### src/rtl/theta_gamma_if.sv
`default_nettype none
// ============================================================================
// Module      : theta_gamma_if
// Description : Control and status bundle of the theta/gamma sequencer.
// Revision    : 1.0 - initial release
// ============================================================================
interface theta_gamma_if #(
  parameter int CNT_W = 8
);
  logic             start;
  logic             stop;
  logic             pause;
  logic [CNT_W-1:0] cfg_gamma_len;
  logic             gamma_tick;
  logic             theta_tick;
  logic [2:0]       gamma_idx;
  logic [7:0]       theta_count;
  logic             busy;

  modport master (
    output start, stop, pause, cfg_gamma_len,
    input  gamma_tick, theta_tick, gamma_idx, theta_count, busy
  );

  modport slave (
    input  start, stop, pause, cfg_gamma_len,
    output gamma_tick, theta_tick, gamma_idx, theta_count, busy
  );
endinterface
`default_nettype wire

### src/rtl/theta_gamma_sequencer.sv
`default_nettype none
// ============================================================================
// Module      : theta_gamma_sequencer
// Description : Generates gamma-slot and theta-episode ticks with pause/stop.
// Revision    : 1.0 - initial release
// ============================================================================
module theta_gamma_sequencer #(
  parameter int GAMMA_LEN_DEF    = 16,
  parameter int GAMMAS_PER_THETA = 8,
  parameter int CNT_W            = 8
) (
  input  logic         clk,
  input  logic         rst,
  theta_gamma_if.slave bus
);

  typedef enum logic [1:0] {
    S_IDLE     = 2'd0,
    S_RUN      = 2'd1,
    S_PAUSED   = 2'd2,
    S_STOPPING = 2'd3
  } state_t;

  localparam logic [2:0]       c_last_idx = 3'(GAMMAS_PER_THETA - 1);
  localparam logic [CNT_W-1:0] c_len_def  = CNT_W'(GAMMA_LEN_DEF);
  localparam logic [CNT_W-1:0] c_one      = CNT_W'(1);
  localparam logic [CNT_W-1:0] c_two      = CNT_W'(2);

  state_t           r_state, w_state_nxt;
  logic [CNT_W-1:0] r_ph, w_ph_nxt;
  logic [CNT_W-1:0] r_len, w_len_nxt;
  logic [2:0]       r_idx, w_idx_nxt;
  logic [7:0]       r_theta_cnt, w_theta_cnt_nxt;
  logic             r_stop_pend, w_stop_pend_nxt;
  logic             w_active, w_stopping, w_slot_end, w_theta;

  // PAUSED with pause released behaves as the remembered state, so a pause of
  // N clocks delays every later tick by exactly N clocks.
  assign w_active   = !bus.pause && (r_state != S_IDLE);
  assign w_stopping = (r_state == S_STOPPING) || ((r_state == S_PAUSED) && r_stop_pend);
  assign w_slot_end = (r_ph == (r_len - c_one));
  assign w_theta    = w_active && w_slot_end && (r_idx == c_last_idx);

  assign bus.gamma_tick  = w_active && (r_ph == '0);
  assign bus.theta_tick  = w_theta;
  assign bus.gamma_idx   = r_idx;
  assign bus.theta_count = r_theta_cnt;
  assign bus.busy        = (r_state != S_IDLE);

  always_ff @(posedge clk or posedge rst) begin
    if (rst) begin
      r_state     <= S_IDLE;
      r_ph        <= '0;
      r_idx       <= '0;
      r_theta_cnt <= '0;
      r_len       <= c_len_def;
      r_stop_pend <= 1'b0;
    end else begin
      r_state     <= w_state_nxt;
      r_ph        <= w_ph_nxt;
      r_idx       <= w_idx_nxt;
      r_theta_cnt <= w_theta_cnt_nxt;
      r_len       <= w_len_nxt;
      r_stop_pend <= w_stop_pend_nxt;
    end
  end

  always_comb begin
    w_state_nxt     = r_state;
    w_ph_nxt        = r_ph;
    w_idx_nxt       = r_idx;
    w_theta_cnt_nxt = r_theta_cnt;
    w_len_nxt       = r_len;
    w_stop_pend_nxt = r_stop_pend;

    case (r_state)
      S_IDLE: begin
        if (bus.start) begin
          w_state_nxt = S_RUN;
          w_ph_nxt    = '0;
          w_idx_nxt   = '0;
          w_len_nxt   = (bus.cfg_gamma_len >= c_two) ? bus.cfg_gamma_len : c_len_def;
        end
      end
      default: begin
        if (bus.pause) begin
          // A stop seen before or during the pause is kept for the resume.
          w_state_nxt     = S_PAUSED;
          w_stop_pend_nxt = w_stopping || bus.stop;
        end else begin
          w_stop_pend_nxt = 1'b0;
          if (w_slot_end) begin
            w_ph_nxt  = '0;
            w_idx_nxt = (r_idx == c_last_idx) ? 3'd0 : r_idx + 3'd1;
          end else begin
            w_ph_nxt = r_ph + c_one;
          end
          if (w_theta) begin
            w_theta_cnt_nxt = r_theta_cnt + 8'd1;
          end
          if (w_theta && w_stopping) begin
            w_state_nxt = S_IDLE;
          end else begin
            w_state_nxt = (w_stopping || bus.stop) ? S_STOPPING : S_RUN;
          end
        end
      end
    endcase
  end

endmodule
`default_nettype wire

### src/flat_wrapper.sv
// flat-port wrapper written by rule: the top's interface ports become plain ports
module theta_gamma_sequencer_flat 
#(
  parameter int GAMMA_LEN_DEF    = 16,
  parameter int GAMMAS_PER_THETA = 8,
  parameter int CNT_W            = 8
)
  (clk, rst, bus_start, bus_stop, bus_pause, bus_cfg_gamma_len, bus_gamma_tick, bus_theta_tick, bus_gamma_idx, bus_theta_count, bus_busy);
  theta_gamma_if #(.CNT_W(CNT_W)) bus_i ();
  input  logic clk;
  input  logic rst;
  input wire logic [$bits(bus_i.start)-1:0] bus_start;
  input wire logic [$bits(bus_i.stop)-1:0] bus_stop;
  input wire logic [$bits(bus_i.pause)-1:0] bus_pause;
  input wire logic [$bits(bus_i.cfg_gamma_len)-1:0] bus_cfg_gamma_len;
  output wire logic [$bits(bus_i.gamma_tick)-1:0] bus_gamma_tick;
  output wire logic [$bits(bus_i.theta_tick)-1:0] bus_theta_tick;
  output wire logic [$bits(bus_i.gamma_idx)-1:0] bus_gamma_idx;
  output wire logic [$bits(bus_i.theta_count)-1:0] bus_theta_count;
  output wire logic [$bits(bus_i.busy)-1:0] bus_busy;
  assign bus_i.start = bus_start;
  assign bus_i.stop = bus_stop;
  assign bus_i.pause = bus_pause;
  assign bus_i.cfg_gamma_len = bus_cfg_gamma_len;
  assign bus_gamma_tick = bus_i.gamma_tick;
  assign bus_theta_tick = bus_i.theta_tick;
  assign bus_gamma_idx = bus_i.gamma_idx;
  assign bus_theta_count = bus_i.theta_count;
  assign bus_busy = bus_i.busy;
  theta_gamma_sequencer #(.GAMMA_LEN_DEF(GAMMA_LEN_DEF), .GAMMAS_PER_THETA(GAMMAS_PER_THETA), .CNT_W(CNT_W)) u_core (.clk(clk), .rst(rst), .bus(bus_i));
endmodule
### config.mk
export PLATFORM = sky130hd
export DESIGN_NAME = theta_gamma_sequencer_flat
export DESIGN_NICKNAME = d
export VERILOG_FILES = /design/src/rtl/theta_gamma_if.sv /design/src/rtl/theta_gamma_sequencer.sv /design/src/flat_wrapper.sv
export SDC_FILE = /design/constraint.sdc
export NUM_CORES = 1
export LEC_CHECK = 0
export CORE_MARGIN = 8
export CORE_UTILIZATION = 53
export CTS_BUF_LIST = sky130_fd_sc_hd__clkbuf_16
export CTS_CLUSTER_DIAMETER = 30
export DETAILED_ROUTE_END_ITERATION = 12
export PLACE_DENSITY = 0.83
export SKIP_CTS_REPAIR_TIMING = 1
export SLEW_MARGIN = 0
export SYNTH_ARGS = -nofsm -noshare
export SYNTH_HDL_FRONTEND = slang
export SYNTH_SLANG_ARGS = --single-unit
### constraint.sdc
create_clock -name clk -period 2.75 [get_ports clk]
set_input_delay 0.275 -clock clk [delete_from_list [all_inputs] [get_ports clk]]
set_output_delay 0.275 -clock clk [all_outputs]
set_load 0.01 [all_outputs]
==> run_results.csv <==
group,metric,value,unit
floorplan,start_util,0.536,
setup_path,criticalPathCategory,"register to output pin",
synthesis,yosysSeqAreaShare,0.431,
routing,drc,0,
routing,drt_iter0_drc,180,
placed_design,gp_congestion,0.845,
floorplan,die_height,73.4,um
grt,antenna_found_initial,0,
clocking,cts_buffers,5,
timing,drv_slew,0,
timing,final_hold_viol_count,0,
clocking,clk_latency,0.28,ns
routing,wl_per_cell,16.1,um
layout,area_growth,26.6,%
clocking,clock-sinks,30,
routing,ant_nets,0,
placed_design,placed_cell_area,0.00205,sq mm
worst_hold_path,hold_path.class,"input pin to asynchronous set/reset pin",
clocking,cts_tree,"yes",
routing,drt-total-wl,4100,um
layout,nNetsFinal,228,
floorplan,die_area,0.00539,sq mm
layout,design_area,0.00221,sq mm
setup_path,arrival,2.23,ns
run_status,status,"completed",
timing,tightest_slew,0.588,ns
timing,hold_ws,0.390,ns
placed_design,portBuffers,26,
grt,grt_pass1_wl,6630,um
timing,clock_skew,0.00436,ns
grt,grt_pass1_vias,1421,
grt,grt_util_all_layers,0.163,
synthesis,ys.flop_type,"dfrtp_1",
synthesis,synth_area_leaders,"dfrtp_1 42%, xnor2_1 7.5%, mux2_2 4.5%",
timing,slew_headroom,0.606,
clocking,cts_buffer_depth,2,
timing,fmax,0.400,GHz
floorplan,io-pin-count,27,
synthesis,ys_ff_latch,30,
grt,grt_overflow,0,
power_and_ir_drop,power.density,958,mW/mm^2
timing,fin_crit_sh,0.910,
routing,dr.pass1.iters,4,
synthesis,synth_warnings,0,
routing,route.vias.total,1427,
synthesis,synth_edf_count,0,
synthesis,yosys.area.top_type,"dfrtp_1",
floorplan,die_x,73.4,um
placed_design,dpl_worst_slack,0.142,ns
setup_path,cp_max_fo,8,
timing,fin_ws,0.248,ns
timing,totalNegativeSetupSlack,0,ns
power_and_ir_drop,peakVddDrop,0.000598,V
setup_path,end_kind,"output pin",
synthesis,async_reset_ff_frac,1.00,
timing,rsz0062_at_grt,"false",
synthesis,syn_area,0.00175,sq mm
setup_path,required,2.48,ns
timing,fin_crit,2.50,ns
clocking,root_buffer,"clkbuf_16",
layout,drive_gt1_frac,0.172,
power_and_ir_drop,power.leakage,1.01,nW
floorplan,rows,21,
clocking,htreeDepth,2,
grt,grt_max_degree,31,
layout,n_antenna_cell,0,
routing,drt-vias-per-instance,5.60,
timing,setup_viol_count_final,0,
clocking,path_clk_slew,0.05,ns
synthesis,synthesis.nets,195,
synthesis,synthCells,176,
job,cap_violations,0,
synthesis,avgSynthCellArea,9.92,sq um
placed_design,hpwl,2960,um
floorplan,core_area,0.00326,sq mm
synthesis,yosys.cell_types.count,40,
synthesis,synth_top_area_frac,0.415,
setup_path,start_kind,"register",
## cells in the final DEF, fill, tap and decap left out, types with 2 or more instances in the layout
| master | Yosys | final |
|---|---|---|
| o21ai_0 | 5 | 5 |
| xor2_1 | 3 | 3 |
| nand2_1 | 18 | 18 |
| buf_4 | 3 | 6 |
| o21bai_1 | 3 | 3 |
| inv_1 | 11 | 13 |
| xnor2_1 | 15 | 15 |
| a211o_1 | 4 | 4 |
| mux2_2 | 7 | 7 |
| ha_1 | 6 | 6 |
| a31o_1 | 2 | 2 |
| a31oi_1 | 3 | 3 |
| nand2b_1 | 2 | 2 |
| or2_2 | 3 | 3 |
| and3_1 | 3 | 3 |
| a31o_2 | 3 | 3 |
| a21oi_1 | 6 | 6 |
| nor4_1 | 4 | 3 |
| dfrtp_1 | 29 | 29 |
| nor3_1 | 6 | 6 |
| clkdlybuf4s50_1 | 0 | 25 |
| nor2_2 | 1 | 2 |
| clkbuf_16 | 0 | 5 |
| nor3_2 | 4 | 4 |
| nand4_1 | 4 | 4 |
| nor2_1 | 12 | 11 |
| nand3_1 | 3 | 3 |
## area by class of cell
cell class / count / area, sq um
Clock buffer: 5 / 125
Clock inverter: 2 / 7.51
Fill cell: 258 / 1050
Inverter: 11 / 41.3
Multi-Input combinational cell: 129 / 921
Sequential cell: 30 / 752
Tap cell: 46 / 57.6
Timing Repair Buffer: 32 / 308
## logic make-up after synthesis
logic type	synth area share
flip-flops	0.431
multiplexers	0.0451
buffers and inverters	0.0473
AO/OA/AOI/OAI	0.125
adder cells (fa/ha/maj)	0.0430
AND/OR/NAND/NOR	0.218
XOR/XNOR	0.0903
## per-layer routing
| metal | global-route usage | routed length, um | share of wire | up-vias |
|---|---|---|---|---|
| met5 | 0 | 0 | 0 | - |
| met4 | 0.0776 | 80 | 0.020 | 0 |
| met3 | 0.0532 | 181 | 0.044 | 8 |
| met2 | 0.281 | 2190 | 0.53 | 30 |
| met1 | 0.176 | 1650 | 0.40 | 704 |
| li1 | - | - | - | 685 |
## critical path: stages (launching register included)
cell and delay, ns:
dfrtp_1 0.42, nor2_1 0.18, nor2_1 0.43, nand2_1 0.11, nor4_1 0.21, clkdlybuf4s50_1 0.59
## state kept, by name, summed over array words and instances, names as in the netlist
name	cells
u_core.r_len	8
u_core.r_ph	8
u_core.bus.theta_count	8
u_core.r_state	2
u_core.bus.gamma_idx	3
u_core.r_stop_pend	1
## worst paths after layout
path / startpoint / endpoint / slack, ns / depth (start not counted)
worst max register to register: u_core.r_len[1] / u_core.r_ph[5] / 0.32 / 9
worst max-delay path: u_core.r_state[1] / bus_gamma_tick / 0.25 / 5
max in group asynchronous: rst / u_core.r_len[4] / 2.04 / 3
min in group clk: u_core.bus.theta_count[7] / u_core.bus.theta_count[7] / 0.47 / 1
worst min register to register: u_core.bus.theta_count[7] / u_core.bus.theta_count[7] / 0.47 / 1
worst min-delay path: rst / u_core.bus.theta_count[0] / 0.39 / 3
## synth_stat cells (2+ instances only)
cell type  count
a31o_1         2
a21oi_1        6
mux2_2         7
a31oi_1        3
nor4_1         4
ha_1           6
nor3_1         6
inv_1         11
clkbuf_1       2
nor3_2         4
o21bai_1       3
or2_2          3
nand2b_1       2
and3_1         3
nor2_1        12
nand2_1       18
nand4_1        4
a211o_1        4
xor2_1         3
o21ai_0        5
xnor2_1       15
nand3_1        3
buf_4          3
a31o_2         3
dfrtp_1       29
## through the flow
stage | instances | utilization | power (W)
2_1_floorplan | 176 | - | 0.00137
3_3_place_gp | 246 | 0.630 | 0.00152
3_5_place_dp | 246 | 0.630 | 0.00158
4_1_cts | 253 | 0.671 | 0.00209
5_1_grt | 255 | 0.679 | 0.00224
6_report | 255 | 0.679 | 0.00212
## report_power, final
group / switching, W / internal (W)
combinational: 0.000382 / 0.000420
sequential: 0.000229 / 0.000581
clock: 0.000185 / 0.000322
total: 0.000796 / 0.00132
(Power assumes the default switching activity.)
